`src/rtl/matrix_row_dispatcher.sv`:
```
// -----------------------------------------------------------------------------
// matrix_row_dispatcher
//
// Upstream feeder for the matrix-core socket. Serial DATA_SIZE-bit elements are
// packed into a COLUMN_SIZE-element row buffer. Each completed row is handed to
// the next idle core (round-robin starting after the last core served) with a
// one-cycle, one-hot load strobe. The row is tagged with its index and with an
// end-of-matrix flag.
//
// Optional build macro: DISPATCH_STATS_EN
//   When defined, adds the 32-bit saturating output stall_cycles. It counts the
//   SEEK cycles in which no core was eligible to take the pending row.
//
// Ports:
//   clk            in   clock, rising edge
//   rst_n          in   asynchronous active-low reset
//   in_valid       in   element valid
//   in_ready       out  dispatcher can accept an element (decoded from state)
//   in_data        in   element value
//   in_last        in   element is the final element of the matrix
//   core_busy      in   per-core busy, bit k high = core k cannot take a row
//   core_load      out  one-hot, single-cycle load strobe
//   core_row_data  out  packed row, element 0 in the LSBs
//   core_row_idx   out  row index of the row being loaded
//   core_row_last  out  row being loaded is the last row of the matrix
//   matrix_done    out  one-cycle pulse in the cycle after the last row issues
//   stall_cycles   out  (DISPATCH_STATS_EN only) stalled SEEK cycle count
// -----------------------------------------------------------------------------
module matrix_row_dispatcher #(
    parameter int DATA_SIZE   = 16,
    parameter int COLUMN_SIZE = 16,
    parameter int ROW_SIZE    = 16,
    parameter int Cores       = 4
) (
    input  logic                             clk,
    input  logic                             rst_n,
    input  logic                             in_valid,
    output logic                             in_ready,
    input  logic [DATA_SIZE-1:0]             in_data,
    input  logic                             in_last,
    input  logic [Cores-1:0]                 core_busy,
    output logic [Cores-1:0]                 core_load,
    output logic [DATA_SIZE*COLUMN_SIZE-1:0] core_row_data,
    output logic [$clog2(ROW_SIZE)-1:0]      core_row_idx,
    output logic                             core_row_last,
    output logic                             matrix_done
`ifdef DISPATCH_STATS_EN
    ,
    output logic [31:0]                      stall_cycles
`endif
);

    localparam int CW = (COLUMN_SIZE > 1) ? $clog2(COLUMN_SIZE) : 1;
    localparam int RW = $clog2(ROW_SIZE);
    localparam int PW = (Cores > 1) ? $clog2(Cores) : 1;

    typedef enum logic [1:0] {
        FILL  = 2'd0,
        SEEK  = 2'd1,
        ISSUE = 2'd2
    } state_t;

    state_t               state_q;
    logic [CW-1:0]        col_cnt_q;
    logic [RW-1:0]        row_cnt_q;
    logic [PW-1:0]        rr_ptr_q;
    logic [Cores-1:0]     pending_q;
    logic                 last_flag_q;
    logic [DATA_SIZE-1:0] row_q [COLUMN_SIZE];
    logic [Cores-1:0]     core_load_q;
    logic [RW-1:0]        core_row_idx_q;
    logic                 core_row_last_q;
    logic                 matrix_done_q;

    logic [Cores-1:0]     eligible_c;
    logic                 found_c;
    logic [PW-1:0]        sel_c;
    logic [PW:0]          scan_c;
    logic [Cores-1:0]     core_load_d;
    logic [PW-1:0]        rr_ptr_d;

    // in_ready is the only combinational output; it is forced low while reset
    // is asserted even though the reset state is FILL.
    assign in_ready      = rst_n & (state_q == FILL);
    assign core_load     = core_load_q;
    assign core_row_idx  = core_row_idx_q;
    assign core_row_last = core_row_last_q;
    assign matrix_done   = matrix_done_q;

    // The row buffer is itself the registered row output; it is only cleared
    // on the exit from ISSUE, so the data is stable while core_load is high.
    for (genvar g = 0; g < COLUMN_SIZE; g++) begin : g_pack
        assign core_row_data[g*DATA_SIZE +: DATA_SIZE] = row_q[g];
    end

    // A core just loaded stays masked for two cycles (ISSUE and the following
    // cycle) so a row is never offered to a core whose busy has not risen yet.
    assign eligible_c = ~core_busy & ~pending_q;

    // Round-robin scan starting at rr_ptr_q, wrapping modulo Cores.
    always_comb begin
        found_c = 1'b0;
        sel_c   = '0;
        scan_c  = '0;
        for (int k = 0; k < Cores; k++) begin
            scan_c = {1'b0, rr_ptr_q} + (PW+1)'(k);
            if (scan_c >= (PW+1)'(Cores)) begin
                scan_c = scan_c - (PW+1)'(Cores);
            end
            if (!found_c && eligible_c[scan_c[PW-1:0]]) begin
                found_c = 1'b1;
                sel_c   = scan_c[PW-1:0];
            end
        end
    end

    assign core_load_d = Cores'(1) << sel_c;
    assign rr_ptr_d    = (sel_c == PW'(Cores - 1)) ? '0 : sel_c + 1'b1;

    always_ff @(posedge clk or negedge rst_n) begin
        if (!rst_n) begin
            state_q         <= FILL;
            col_cnt_q       <= '0;
            row_cnt_q       <= '0;
            rr_ptr_q        <= '0;
            pending_q       <= '0;
            last_flag_q     <= 1'b0;
            core_load_q     <= '0;
            core_row_idx_q  <= '0;
            core_row_last_q <= 1'b0;
            matrix_done_q   <= 1'b0;
            for (int i = 0; i < COLUMN_SIZE; i++) begin
                row_q[i] <= '0;
            end
        end else begin
            core_load_q   <= '0;
            matrix_done_q <= 1'b0;
            pending_q     <= core_load_q |
                             ((state_q == SEEK && found_c) ? core_load_d : '0);

            case (state_q)
                FILL: begin
                    if (in_valid) begin
                        row_q[col_cnt_q] <= in_data;
                        col_cnt_q        <= col_cnt_q + 1'b1;
                        if (col_cnt_q == CW'(COLUMN_SIZE - 1) || in_last) begin
                            state_q     <= SEEK;
                            // The final row index forces end-of-matrix.
                            last_flag_q <= in_last | (row_cnt_q == RW'(ROW_SIZE - 1));
                        end
                    end
                end

                SEEK: begin
                    if (found_c) begin
                        core_load_q     <= core_load_d;
                        core_row_idx_q  <= row_cnt_q;
                        core_row_last_q <= last_flag_q;
                        rr_ptr_q        <= rr_ptr_d;
                        state_q         <= ISSUE;
                    end
                end

                ISSUE: begin
                    // Dispatch is committed; core_busy is not consulted here.
                    state_q   <= FILL;
                    col_cnt_q <= '0;
                    for (int i = 0; i < COLUMN_SIZE; i++) begin
                        row_q[i] <= '0;
                    end
                    if (last_flag_q) begin
                        row_cnt_q     <= '0;
                        matrix_done_q <= 1'b1;
                    end else begin
                        row_cnt_q <= row_cnt_q + 1'b1;
                    end
                end

                default: begin
                    state_q <= FILL;
                end
            endcase
        end
    end

`ifdef DISPATCH_STATS_EN
    logic [31:0] stall_cycles_q;

    assign stall_cycles = stall_cycles_q;

    always_ff @(posedge clk or negedge rst_n) begin
        if (!rst_n) begin
            stall_cycles_q <= '0;
        end else if (state_q == SEEK && !found_c && stall_cycles_q != 32'hFFFF_FFFF) begin
            stall_cycles_q <= stall_cycles_q + 32'd1;
        end
    end
`endif

endmodule

```
`config.mk`:
```
export PLATFORM = sky130hd
export DESIGN_NAME = matrix_row_dispatcher
export DESIGN_NICKNAME = d
export VERILOG_FILES = /design/src/rtl/matrix_row_dispatcher.sv
export SDC_FILE = /design/constraint.sdc
export NUM_CORES = 1
export LEC_CHECK = 0
export ABC_AREA = 0
export CAP_MARGIN = 20
export CORE_AREA = 2 2 165 167
export DETAILED_ROUTE_END_ITERATION = 16
export DIE_AREA = 0 0 167 169
export PLACE_DENSITY = 0.76
export SLEW_MARGIN = 20
export SYNTH_ARGS = -nofsm -noshare
export SYNTH_HDL_FRONTEND = slang
export SYNTH_SLANG_ARGS = --single-unit
```
`constraint.sdc`:
```
create_clock -name clk -period 2 [get_ports clk]
set_input_delay 0.2 -clock clk [delete_from_list [all_inputs] [get_ports clk]]
set_output_delay 0.2 -clock clk [all_outputs]
set_load 0.02 [all_outputs]
```
==> results of run 1 <==
==> cell usage after synthesis (3+ instances only) <==
cell	n
buf_2	56
nand4_1	5
clkbuf_1	38
a21oi_1	260
nor2_1	11
inv_1	5
mux2_2	6
dfrtp_1	283
nand3_2	12
ha_1	9
or2_2	4
and2_1	5
buf_4	19
and4_1	4
buf_6	3
o21ai_0	5
nand2_1	522
and3_1	15
==> how the worst min path moves through the flow <==
stage	to	slack (ns)	cells past startpoint
after floorplan	col_cnt_q[0]$_DFFE_PN0P_	-0.1	0
after global placement	core_row_data[71]$_DFFE_PN0P_	0.28	2
after detailed placement	core_row_data[71]$_DFFE_PN0P_	0.28	2
after CTS	last_flag_q$_DFFE_PN0P_	0.23	3
after global routing	last_flag_q$_DFFE_PN0P_	0.25	3
final	last_flag_q$_DFFE_PN0P_	0.24	3
==> power by group <==
group | switching (mW) | internal (mW)
clock network | 2.19 | 2.90
registers | 0.717 | 6.86
logic | 3.67 | 2.85
total | 6.57 | 12.6
==> layout make-up <==
| cell class | instances | area [um^2] |
|---|---|---|
| timing repair buffer | 347 | 3610 |
| clock inverter | 5 | 32.5 |
| clock buffer | 43 | 848 |
| fill | 2208 | 10400 |
| tap | 341 | 427 |
| sequential | 283 | 7080 |
| inverter | 5 | 18.8 |
| multi-input combinational | 885 | 4110 |
==> per-stage QoR <==
step,std cells,setup TNS [ns],setup WS (ns)
2_1_floorplan,1290,0,0.0670
3_3_place_gp,1859,-0.858,-0.264
3_5_place_dp,1859,-1.24,-0.315
4_1_cts,1908,0,0.00542
5_1_grt,1909,-0.0276,-0.0260
6_report,1909,0,0.00305
==> worst min-delay path, cell delays in order <==
cell	delay (ns)
clkdlybuf4s50_1	0.39
nand2_1	0.08
nand3_1	0.06
==> cell usage in the layout (no fill, tap or decap), types with 3 or more instances in the layout <==
cell,count
inv_1,5
nand4_1,5
o21ai_0,4
clkinv_2,3
buf_12,22
clkbuf_16,29
nand3_2,11
a21oi_1,260
buf_4,34
and4_1,4
nand2_1,522
dfrtp_1,283
mux2_2,6
and2_4,3
ha_1,8
nor2_1,10
clkbuf_8,7
clkbuf_1,7
and3_1,14
or2_2,3
clkdlybuf4s50_1,288
==> cells by family after synthesis <==
kind of cell	count (synthesis)	synth area share, %
AND/OR/NAND/NOR	594	20.9
flip-flops	283	60.2
AO/OA/AOI/OAI	273	11.8
buffers and inverters	122	5.30
adder cells (fa/ha/maj)	9	0.957
multiplexers	7	0.659
XOR/XNOR	2	0.149
==> flip-flops by register name (all words and copies together), names as in the netlist <==
register,flops
core_row_last,1
rr_ptr_q,2
pending_q,4
core_row_data,256
col_cnt_q,4
state_q,2
matrix_done,1
core_row_idx,4
row_cnt_q,4
core_load,4
last_flag_q,1
==> per-layer routing <==
layer,global-route usage (%),vias to the layer above,wire [um]
met5,0,-,0
met4,9.75,0,1440
li1,-,4669,-
met3,5.45,95,3140
met1,35.0,4972,15000
met2,41.0,504,17300
==> what timing repair did <==
| action | CTS | global route |
|---|---|---|
| pin swaps | 0 | 3 |
| endpoints found under the setup margin | 3 | 4 |
| resized for setup | 2 | 9 |
| hold endpoints to repair | 61 | 0 |
| setup buffers | 0 | 1 |
| hold buffers | 1 | 0 |
==> flow_metrics.tcl, run 1 <==
set metrics [dict create \
    final_util_pct 60.9 \
    port_buffers 290 \
    avgSynthCellArea_um2 9.12 \
    cts_buffers 29 \
    slowest_delay_ns 0.54 \
    ys_warn_count 0 \
    maxSlewHeadroom_pct 55.5 \
    syn_inst 1290 \
    worstSetupStartpointType "flip-flop" \
    cp.arrival_ns 2.42 \
    worstRegToRegCells 6 \
    maxCapViolCount 0 \
    finalWirelength_mm 36.9 \
    path_max_fanout 3 \
    clk_latency_ns 0.54 \
    whs_ns 0.243 \
    leakage_nw 6.90 \
    row_count 60 \
    critPathRequiredTime_ns 2.42 \
    tightestPinTransition_ns 0.668 \
    first_global_vias 10097 \
    hold_path_startpoint "in_last" \
    drive_gt1_share_pct 8.35 \
    place_hpwl_mm 23.6 \
    fin_skew_ns 0.00923 \
    wl_per_cell_um 19.3 \
    finalCriticalPeriod_ns 2.00 \
    synthArstFlopShare_pct 100 \
    clock.fmax_ghz 0.501 \
    grt_max_degree 121 \
    gr-total-overflow 0 \
    grt_pass1_wl_mm 57.3 \
    dr.pass1.iters 5 \
    io_pins 291 \
    synth_area_leader_cell "dfrtp_1" \
    drv_slew 0 \
    power_mw 19.2 \
    crit_slowest_cell "or4_1" \
    ys_ff_latch 283 \
    synthFlopType "dfrtp_1" \
    clkTransAtPathRegs_ns 0.06 \
    fin_crit_sh_pct 99.8 \
    vias 10240 \
    drt_iter0_drc 1048 \
    dieArea_mm2 0.0282 \
    stdcell_area_mm2 0.0161 \
    start_util_pct 44.4 \
    diodes 0 \
    viasPerCell 5.36 \
    layout.nets 1584 \
    cts_root_buffer "clkbuf_16" \
    seq_area_frac_synth_pct 60.2 \
    crit_end "pending_q[1]$_DFF_PN0_" \
    status "finished clean" \
    dpl_cell_area_mm2 0.0152 \
    hold_viol_final 0 \
    routabilityCongestion 0.841 \
    reg2reg_from "pending_q[2]$_DFF_PN0_" \
    cts_tree "done" \
    critPathLaunch "pending_q[2]$_DFF_PN0_" \
    report.final.setup_viol 0 \
    synth_fp_nets 1323 \
    r2r_setup_slack_ns 0.003 \
    clkSinkCount 283 \
    postRouteAntennaNets 0 \
    synth.area.top_cells "dfrtp_1, nand2_1, a21oi_1" \
    path_depth 6 \
    hold_path_class "in -> reg" \
    synth-edff-count 0 \
    synth.top_cell.area_share_pct 60.2 \
    path_cells "or4_1 -> and3_4 -> and2_4 -> ha_1 -> and2_4 -> or2_2" \
    setup.worst_path.class "reg -> reg" \
    crit_buf_inv 0 \
    r2r_end "pending_q[1]$_DFF_PN0_" \
    endpoint_kind "flip-flop" \
    synth.cell_area_mm2 0.0118 \
    syn_to_final_growth_pct 37.1 \
    grt_usage_pct 25.8 \
    antenna_found_initial 0 \
    die_x_um 167 \
    critPathMostFrequentCell "and2_4" \
    dieHeight_um 169 \
    crit_family "simple AND/OR/NAND/NOR gates" \
    clock_path_buffers 3 \
    yosysUniqueCellTypes 40 \
    cts-htree-levels 1 \
    power_density_mw_per_mm2 1190 \
    max-vdd-ir-drop_v 0.00104 \
    core_mm2 0.0265 \
    drc 0 \
]
(Power assumes the default switching activity.)
==> run 2, diff against run 1 <==
--- a/config.mk
+++ b/config.mk
@@ -10,7 +10,9 @@
 export CORE_AREA = 2 2 165 167
 export DETAILED_ROUTE_END_ITERATION = 16
 export DIE_AREA = 0 0 167 169
+export GPL_ROUTABILITY_DRIVEN = 0
 export PLACE_DENSITY = 0.76
+export REMOVE_ABC_BUFFERS = 1
 export SLEW_MARGIN = 20
 export SYNTH_ARGS = -nofsm -noshare
 export SYNTH_HDL_FRONTEND = slang
==> run 2 against run 1 <==
- clock power is 2% higher
- cell area is 0.90% higher
- clock skew is 0.010 ns higher
- critical path type unchanged
- largest cell class unchanged
- largest power group unchanged
==> flow_metrics.tcl, run 2 (synthesis results as in run 1) <==
set metrics [dict create \
    grt_usage_pct 26.0 \
    maxSlewHeadroom_pct 42.3 \
    grt_max_degree 143 \
    whs_ns 0.0531 \
    gr-total-overflow 0 \
    io_pins 291 \
    syn_to_final_growth_pct 38.3 \
    dieArea_mm2 0.0282 \
    start_util_pct 44.4 \
    report.final.setup_viol 0 \
    fin_skew_ns 0.0193 \
    setup.worst_path.class "reg -> reg" \
    multi_input_area_mm2 0.00410 \
    worstSetupStartpointType "flip-flop" \
    postRouteAntennaNets 0 \
    tightestPinTransition_ns 0.865 \
    clock.fmax_ghz 0.501 \
    path_max_fanout 3 \
    dieHeight_um 169 \
    status "finished clean" \
    max-vdd-ir-drop_v 0.000889 \
    core_mm2 0.0265 \
    cts_tree "done" \
    fillers 2205 \
    port_buffers 290 \
    layout_common_cells "nand2_1, clkdlybuf4s50_1, dfrtp_1" \
    final_util_pct 61.4 \
    hold_path_class "in -> async" \
    critPathRequiredTime_ns 2.41 \
    leakage_nw 6.97 \
    first_global_vias 10006 \
    grt_pass1_wl_mm 57.7 \
    drive_gt1_share_pct 9.30 \
    clk_latency_ns 0.54 \
    drc 0 \
    largest_register_ffs 256 \
    cts_root_buffer "clkbuf_16" \
    clkSinkCount 283 \
    finalWirelength_mm 37.4 \
    finalCriticalPeriod_ns 2.00 \
    cts_buffers 28 \
    dr.pass1.iters 5 \
    power_density_mw_per_mm2 1190 \
    clock_path_buffers 3 \
    drv_slew 0 \
    layout.nets 1591 \
    viasPerCell 5.33 \
    drt_iter0_drc 1161 \
    place_hpwl_mm 23.3 \
    final_common_cell "nand2_1" \
    die_x_um 167 \
    regArea_mm2 0.00708 \
    row_count 60 \
    fin_crit_sh_pct 99.8 \
    diodes 0 \
    cp.arrival_ns 2.41 \
    endpoint_kind "flip-flop" \
    cts-htree-levels 1 \
    hold_viol_final 0 \
    maxCapViolCount 0 \
    vias 10236 \
    clkTransAtPathRegs_ns 0.07 \
    antenna_found_initial 0 \
    wl_per_cell_um 19.5 \
]
## run 2: changes by cell type in the layout (fill, tap and decap cells not counted), moves of 3 or more
cell,previous run,this run
clkinvlp_4,0,5
buf_12,22,26
clkbuf_1,7,3
clkinv_2,3,7
buf_4,34,37
clkbuf_8,7,4
## run 2: cell type report
type	instances	share of cell area [%]
Sequential cell	283	43.5
Multi-Input combinational cell	885	25.2
Timing Repair Buffer	355	22.9
Clock buffer	36	4.87
Tap cell	341	2.62
Clock inverter	16	0.792
Inverter	5	0.115
## run 2: metal layers
metal	routed length, um	vias to the layer above	GRT usage, %
met5	0	-	0
met2	17800	450	42.1
met1	15200	4990	34.5
met4	1390	0	9.82
li1	-	4701	-
met3	3010	95	5.80
## run 2: worst max-delay path: stages, from the launching register on
cell and delay, ns:
dfrtp_1 0.39, or4_4 0.55, and3_4 0.21, and2_4 0.14, ha_1 0.19, and2_1 0.14, or2_2 0.26
## run 2: timing repair
item | 4_1_cts | 5_1_grt
setup buffers | 1 | 2
gates resized for setup | 5 | 6
endpoints found under the setup margin | 4 | 4
pin swaps | 0 | 3
hold endpoints to repair | 283 | 0
hold buffers | 1 | 0
## run 2: power by group
group	internal [mW]	switching, mW	total [mW]
clock network	2.94	2.26	5.20
logic	2.91	3.66	6.57
registers	6.86	0.731	7.59
total	12.7	6.65	19.4
## run 2: final timing paths
kind / depth (start not counted) / slack (ns) / end / startpoint
worst max register to register: 6 / 0.003 / pending_q[3]$_DFF_PN0_ / pending_q[2]$_DFF_PN0_
max in group asynchronous: 3 / 0.93 / core_row_data[175]$_DFFE_PN0P_ / rst_n
worst min register to register: 1 / 0.49 / pending_q[2]$_DFF_PN0_ / core_load[2]$_DFF_PN0_
worst max-delay path: 6 / 0.003 / pending_q[3]$_DFF_PN0_ / pending_q[2]$_DFF_PN0_
min in group clk: 3 / 0.25 / last_flag_q$_DFFE_PN0P_ / in_last
worst min-delay path: 2 / 0.05 / core_row_data[211]$_DFFE_PN0P_ / rst_n
## run 2: per-stage QoR
step / worst slack, ns / total power, mW / cell area, um^2 / cells / TNS [ns]
6_report: 0.00321 / 19.4 / 16300 / 1921 / 0
4_1_cts: 0.0139 / 19.4 / 16200 / 1919 / 0
2_1_floorplan: -6.92 / 10.6 / 11200 / 1173 / -1716.85
3_5_place_dp: -0.347 / 14.2 / 15300 / 1865 / -1.72
5_1_grt: -0.0487 / 20.3 / 16300 / 1921 / -0.0944
3_3_place_gp: -0.231 / 13.9 / 15300 / 1865 / -0.776
==> run 3, diff against run 2 <==
--- a/config.mk
+++ b/config.mk
@@ -6,7 +6,7 @@
 export NUM_CORES = 1
 export LEC_CHECK = 0
 export ABC_AREA = 0
-export CAP_MARGIN = 20
+export CAP_MARGIN = 0
 export CORE_AREA = 2 2 165 167
 export DETAILED_ROUTE_END_ITERATION = 16
 export DIE_AREA = 0 0 167 169
==> results of run 3 <==
No change in the layout: final DEF, timing and power equal those of run 2.
==> RTL change 1 (settings of run 3) <==
Take the reset off `pending_q` and load it in a clocked block of its own.
--- a/src/rtl/matrix_row_dispatcher.sv
+++ b/src/rtl/matrix_row_dispatcher.sv
@@ -123,7 +123,6 @@
             col_cnt_q       <= '0;
             row_cnt_q       <= '0;
             rr_ptr_q        <= '0;
-            pending_q       <= '0;
             last_flag_q     <= 1'b0;
             core_load_q     <= '0;
             core_row_idx_q  <= '0;
@@ -135,8 +134,6 @@
         end else begin
             core_load_q   <= '0;
             matrix_done_q <= 1'b0;
-            pending_q     <= core_load_q |
-                             ((state_q == SEEK && found_c) ? core_load_d : '0);
 
             case (state_q)
                 FILL: begin
@@ -183,6 +180,10 @@
         end
     end
 
+    always_ff @(posedge clk) begin
+        pending_q <= core_load_q | ((state_q == SEEK && found_c) ? core_load_d : '0);
+    end
+
 `ifdef DISPATCH_STATS_EN
     logic [31:0] stall_cycles_q;
 
Formal check against the unedited RTL: no difference found for any inputs over 4 cycles, from zero or initial values and one cycle with rst_n low; that may be too few to reach the edited logic, so the function may still have changed.
==> RTL change 1 against run 3 <==
- combinational power shrank 2%
- largest power group unchanged
- final area shrank 0.22%
- routed wire length grew 0.35%
- sequential power is essentially flat
- clock power grew 8.7%
- critical path type unchanged
- power grew 1.8%
- worst setup slack gained 57 ps
- critical path depth is the same
- synthesized area shrank 0.17%
- via count grew 1.0%
- clock skew shrank 11 ps
- critical endpoint is now pending_q[3]$_DFF_P_
- count of clock-buffer cells in the layout is the same
- sequential cell count is the same
==> RTL change 1: results (changes against run 3) <==
max-cap violation count: 0 (unchanged)
H-tree depth: 1 (unchanged)
Seq/Total Area, Yosys: 0.601 (-0.000678)
worst flop-to-flop path endpoint: pending_q[3]$_DFF_P_
Netlist cell types: 41 (+2.5%)
placed instance area: 0.0152 mm^2 (-0.52%)
Reg-to-Reg Start: rr_ptr_q[1]$_DFFE_PN0N_
critical path arrival: 2370 ps (-40 ps)
Avg WL per Cell: 19.6 um (+0.45%)
DR pass1 iterations: 5 (unchanged)
PortBufs: 290 (unchanged)
Final Setup Violations: 0 (unchanged)
Synth top cells by count: nand2_1 (522), dfrtp_1 (279), a21oi_1 (260)
Static Leakage: 6.96 nW (-0.15%)
YS warnings: 0 (unchanged)
Root Buffer: clkbuf_16
fillers: 2,211 (+0.27%)
Vias per Instance: 5.39 (+1.1%)
All-Layer GR Usage: 0.258 (-0.00181)
total CTS buffers: 30 (+7.1%)
first-pass GRT wire length: 57.1 mm (-1.0%)
synth top area cells: dfrtp_1 (59%), nand2_1 (17%), a21oi_1 (11%)
Worst R2R Path Depth: 6 (unchanged)
Detailed Place HPWL: 23.4 mm (+0.28%)
Worst Skew: 8.00 ps (-11.2 ps)
largest net degree at the start of global routing: 166 (+16%)
final-stage net count: 1,587 (-0.25%)
Slew Limit Fails: 0 (unchanged)
Iter 0 DRT Violations: 1,094 (-5.8%)
Min-Delay Path Class: in2async
Post-CTS Setup Inserts: 0 (-1)
worst-margin pin slew: 920 ps (+55.1 ps)
ant diodes: 0 (unchanged)
asr flop ratio synth: 0.986 (-0.0141)
initial antenna violation count: 0 (unchanged)
outcome: finished clean
clock slew seen by the registers of the worst setup and hold paths: 60 ps
vias in the first global route: 9,885 (-1.2%)
share of layout cells above drive strength 1: 0.0887 (-0.00432)
Worst-Skew Late Latency: 540 ps (about the same)
r2r setup slk: 60 ps (+60 ps)
CTS max path bufs: 3 (unchanged)
Largest register FFs: 256 (unchanged)
Post-synth top flop: dfrtp_1
VDD IR-drop max: 771 uV (-13%)
worst-path maximum fanout: 2 (-1)
[RTL change 1: cell count changes in the layout (fill, tap and decap cells not counted), sizes merged]
cell	before	now
clkinv	10	16
clkinvlp	5	1
buf	65	59
dfxtp	0	4
dfrtp	283	279
bufinv	1	3
[RTL change 1: cells by family after synthesis]
logic type,Yosys count,synth area share
compound gates,273,0.118
xor+xnor,2,0.00149
flops,283,0.601
mux,7,0.00661
fa+ha+maj,9,0.00959
buf+inv,122,0.0531
simple gates,594,0.210
[RTL change 1: worst max-delay path by stage]
stage	end	depth (start not counted)	slack, ps	startpoint
finish	pending_q[3]$_DFF_P_	6	60	rr_ptr_q[1]$_DFFE_PN0N_
global route	pending_q[0]$_DFF_P_	8	-10	rr_ptr_q[1]$_DFFE_PN0N_
CTS	pending_q[0]$_DFF_P_	8	50	rr_ptr_q[1]$_DFFE_PN0N_
detailed placement	pending_q[1]$_DFF_P_	7	-220	core_busy[2]
global placement	pending_q[1]$_DFF_P_	7	-210	core_busy[2]
floorplan	col_cnt_q[1]$_DFFE_PN0P_	3	-6920	state_q[1]$_DFFE_PN0P_
[RTL change 1: metal layers]
layer	wire length, um	GRT usage	vias up
met5	0	0	-
met1	14900	0.342	5081
met2	17900	0.425	492
met4	1310	0.0881	0
met3	3390	0.0563	80
li1	-	-	4688
[RTL change 1: metrics by stage]
step                hold slack [ps]  utilization  worst slack (ps)  instances
floorplan                     -95.6            -             -6920       1173
global placement                323        0.574              -215       1862
detailed placement              336        0.574              -217       1862
CTS                             269        0.613              49.3       1919
global route                    304        0.613             -10.3       1919
finish                          296        0.613              60.6       1919
[RTL change 1: area by class of cell]
| cell class | instances | area, um^2 | share of cell area |
|---|---|---|---|
| multi-input combinational | 885 | 4080 | 0.251 |
| clock inverter | 20 | 189 | 0.0116 |
| timing repair buffer | 349 | 3640 | 0.224 |
| clock buffer | 36 | 825 | 0.0508 |
| tap | 341 | 427 | 0.0263 |
| sequential | 283 | 7060 | 0.435 |
| inverter | 5 | 18.8 | 0.00116 |
[RTL change 1: worst max-delay path, stage by stage (launching register included)]
cell and delay, ps:
dfrtp_1 380, or4_1 510, and3_1 200, and2_1 160, ha_1 190, and2_1 130
or2_2 260
[RTL change 1: power by group]
group	switching (W)	leakage, nW	internal (W)
logic	0.00361	2.59	0.00285
clock network	0.00232	0.512	0.00333
registers	0.000736	3.86	0.00686
[RTL change 1: timing repair]
item	4_1_cts	5_1_grt
hold buffers	1	0
hold endpoints to repair	279	0
setup endpoints to repair	1	3
gates resized for setup	1	2
==> RTL change 2 (config.mk and constraints of run 3) <==
Made on the original files. Build with the macro `DISPATCH_STATS_EN` defined.
--- a/src/rtl/matrix_row_dispatcher.sv
+++ b/src/rtl/matrix_row_dispatcher.sv
@@ -26,6 +26,8 @@
 //   matrix_done    out  one-cycle pulse in the cycle after the last row issues
 //   stall_cycles   out  (DISPATCH_STATS_EN only) stalled SEEK cycle count
 // -----------------------------------------------------------------------------
+`define DISPATCH_STATS_EN
+
 module matrix_row_dispatcher #(
     parameter int DATA_SIZE   = 16,
     parameter int COLUMN_SIZE = 16,
Formal check against the unedited RTL (old outputs only; new: stall_cycles): equivalent (equiv_simple and equiv_induct, registers matched by name and starting in step).
==> RTL change 2 against run 3 <==
- sequential share of layout area down 1.4 points
- synthesized area up 16%
- routed wire length up 16%
- non-clock buffer count up 61
- power up 12%
- worst setup slack better by 110 ps
- critical path depth up 1
- highest routed layer unchanged
- count of clock-buffer cells in the layout up 13
- critical endpoint is now pending_q[1]$_DFF_PN0_
- via count up 17%
- final area up 15%
- sequential cell count up 32
==> RTL change 2: results (changes against run 3) <==
worst-path maximum fanout: 9 (+6)
Final Non-Filler Cells: 2,132 (+11%)
final-stage net count: 1,804 (+13%)
worst flop-to-flop path endpoint: pending_q[1]$_DFF_PN0_
largest net degree at the start of global routing: 174 (+22%)
Min-Delay Path Class: in2async
VDD IR-drop max: 833 uV (-6.4%)
slowest CP cell: dfrtp_1
r2r setup slk: 110 ps (+110 ps)
Worst Skew: 20.8 ps (+1.51 ps)
vias in the first global route: 12,000 (+20%)
Seq/Total Area, Yosys: 0.576 (-0.0261)
YS warnings: 0 (unchanged)
All-Layer GR Usage: 0.308 (+0.0479)
Post-CTS Setup Inserts: 0 (-1)
fraction of synthesized area in multiplexers: 0.00649 (-0.000104)
Worst R2R Path Depth: 7 (+1)
Netlist cell types: 54 (+35%)
DR pass1 iterations: 8 (+3)
Post-synth top flop: dfrtp_1
worst-margin pin slew: 960 ps (+94.8 ps)
Worst-Skew Late Latency: 510 ps (-30 ps)
PortBufs: 322 (+11%)
outcome: finished clean
total CTS buffers: 34 (+21%)
Synth Area in Adders: 0.00914 (-0.000431)
Avg WL per Cell: 20.3 um (+4.4%)
xor-xnor portion of the synthesized cell area: 0.0198 (+0.0183)
Critical Path Start: rr_ptr_q[1]$_DFFE_PN0N_
number of cells upsized or downsized after cts: 2 (-3)
first-pass GRT wire length: 68.1 mm (+18%)
CP max stage delay: 470 ps (-80 ps)
synth top area cells: dfrtp_1 (58%), nand2_1 (11%), a21oi_1 (9.6%)
H-tree depth: 2 (+1)
Static Leakage: 8.00 nW (+15%)
Iter 0 DRT Violations: 1,213 (+4.5%)
share of layout cells above drive strength 1: 0.0955 (+0.00244)
fillers: 1,972 (-11%)
Vias per Instance: 5.62 (+5.5%)
Synth top cells by count: nand2_1 (419), dfrtp_1 (315), a21oi_1 (262)
Synth Area in Compound Gates: 0.105 (-0.0127)
syn avg cell area: 9.46 um^2 (+3.7%)
critical path arrival: 2260 ps (-150 ps)
RTL change 2: cell count changes after synthesis, sizes merged, moves of 8 or more:
cell	change
nand4	+8
clkbuf	+26
nand3	+135
and3	-11
nor3	+10
nand2	-103
and2	+12
buf	-14
nor2	+12
dfrtp	+32
xor2	+9
xnor2	+20
RTL change 2: worst reg2reg max path: cells and delay by family, from the launching register on:
| kind | cells | cell delay [ps] |
|---|---|---|
| flip-flops | 1 | 470 |
| AND/OR/NAND/NOR | 4 | 810 |
| adder cells (fa/ha/maj) | 1 | 200 |
| AO/OA/AOI/OAI | 2 | 290 |
RTL change 2: layer usage:
| metal | track usage | vias up | routed length (um) |
|---|---|---|---|
| met4 | 0.164 | 0 | 2450 |
| met5 | 0 | - | 0 |
| met2 | 0.489 | 547 | 20600 |
| met1 | 0.386 | 5863 | 16500 |
| met3 | 0.0879 | 139 | 3800 |
| li1 | - | 5441 | - |
RTL change 2: final cells by class:
cell class                 instances  area (um^2)  share of cell area
sequential                       315         7880               0.421
multi-input combinational        996         4920               0.263
timing repair buffer             416         4350               0.232
clock buffer                      49          978              0.0523
tap                              341          427              0.0228
clock inverter                     8          123             0.00656
inverter                           7         26.3             0.00140
RTL change 2: logic make-up (layout without fill, tap and decap cells):
kind of cell             after synthesis  in the layout
AO/OA/AOI/OAI                        279            279
XOR/XNOR                              31             31
adder cells (fa/ha/maj)               10             10
buffers and inverters                136            480
flip-flops                           315            315
multiplexers                           8              8
AND/OR/NAND/NOR                      668            668
RTL change 2: worst min path at each step:
stage	from	to	slack (ps)	cells past startpoint
2_1_floorplan	rst_n	col_cnt_q[0]$_DFFE_PN0P_	-100	0
3_3_place_gp	rst_n	core_row_idx[0]$_DFFE_PN0N_	-9	1
3_5_place_dp	rst_n	core_row_idx[0]$_DFFE_PN0N_	-9	1
4_1_cts	rst_n	core_row_idx[0]$_DFFE_PN0N_	60	2
5_1_grt	rst_n	core_row_idx[0]$_DFFE_PN0N_	70	2
6_report	rst_n	core_row_idx[0]$_DFFE_PN0N_	80	2
RTL change 2: report_power, final:
group	internal, W	leakage [nW]	switching, W
registers	0.00753	4.31	0.000810
clock network	0.00378	0.541	0.00251
logic	0.00315	3.14	0.00396
RTL change 2: metrics by stage:
step	cell area (um^2)	utilization	worst slack [ps]	hold slack, ps	power (W)
finish	18700	0.706	112	77.0	0.0218
detailed placement	17600	0.663	-310	-9.34	0.0155
global placement	17600	0.663	-213	-9.22	0.0153
floorplan	12800	-	-7470	-95.6	0.0116
CTS	18700	0.705	49.8	60.3	0.0218
global route	18700	0.706	-5.46	67.1	0.0227
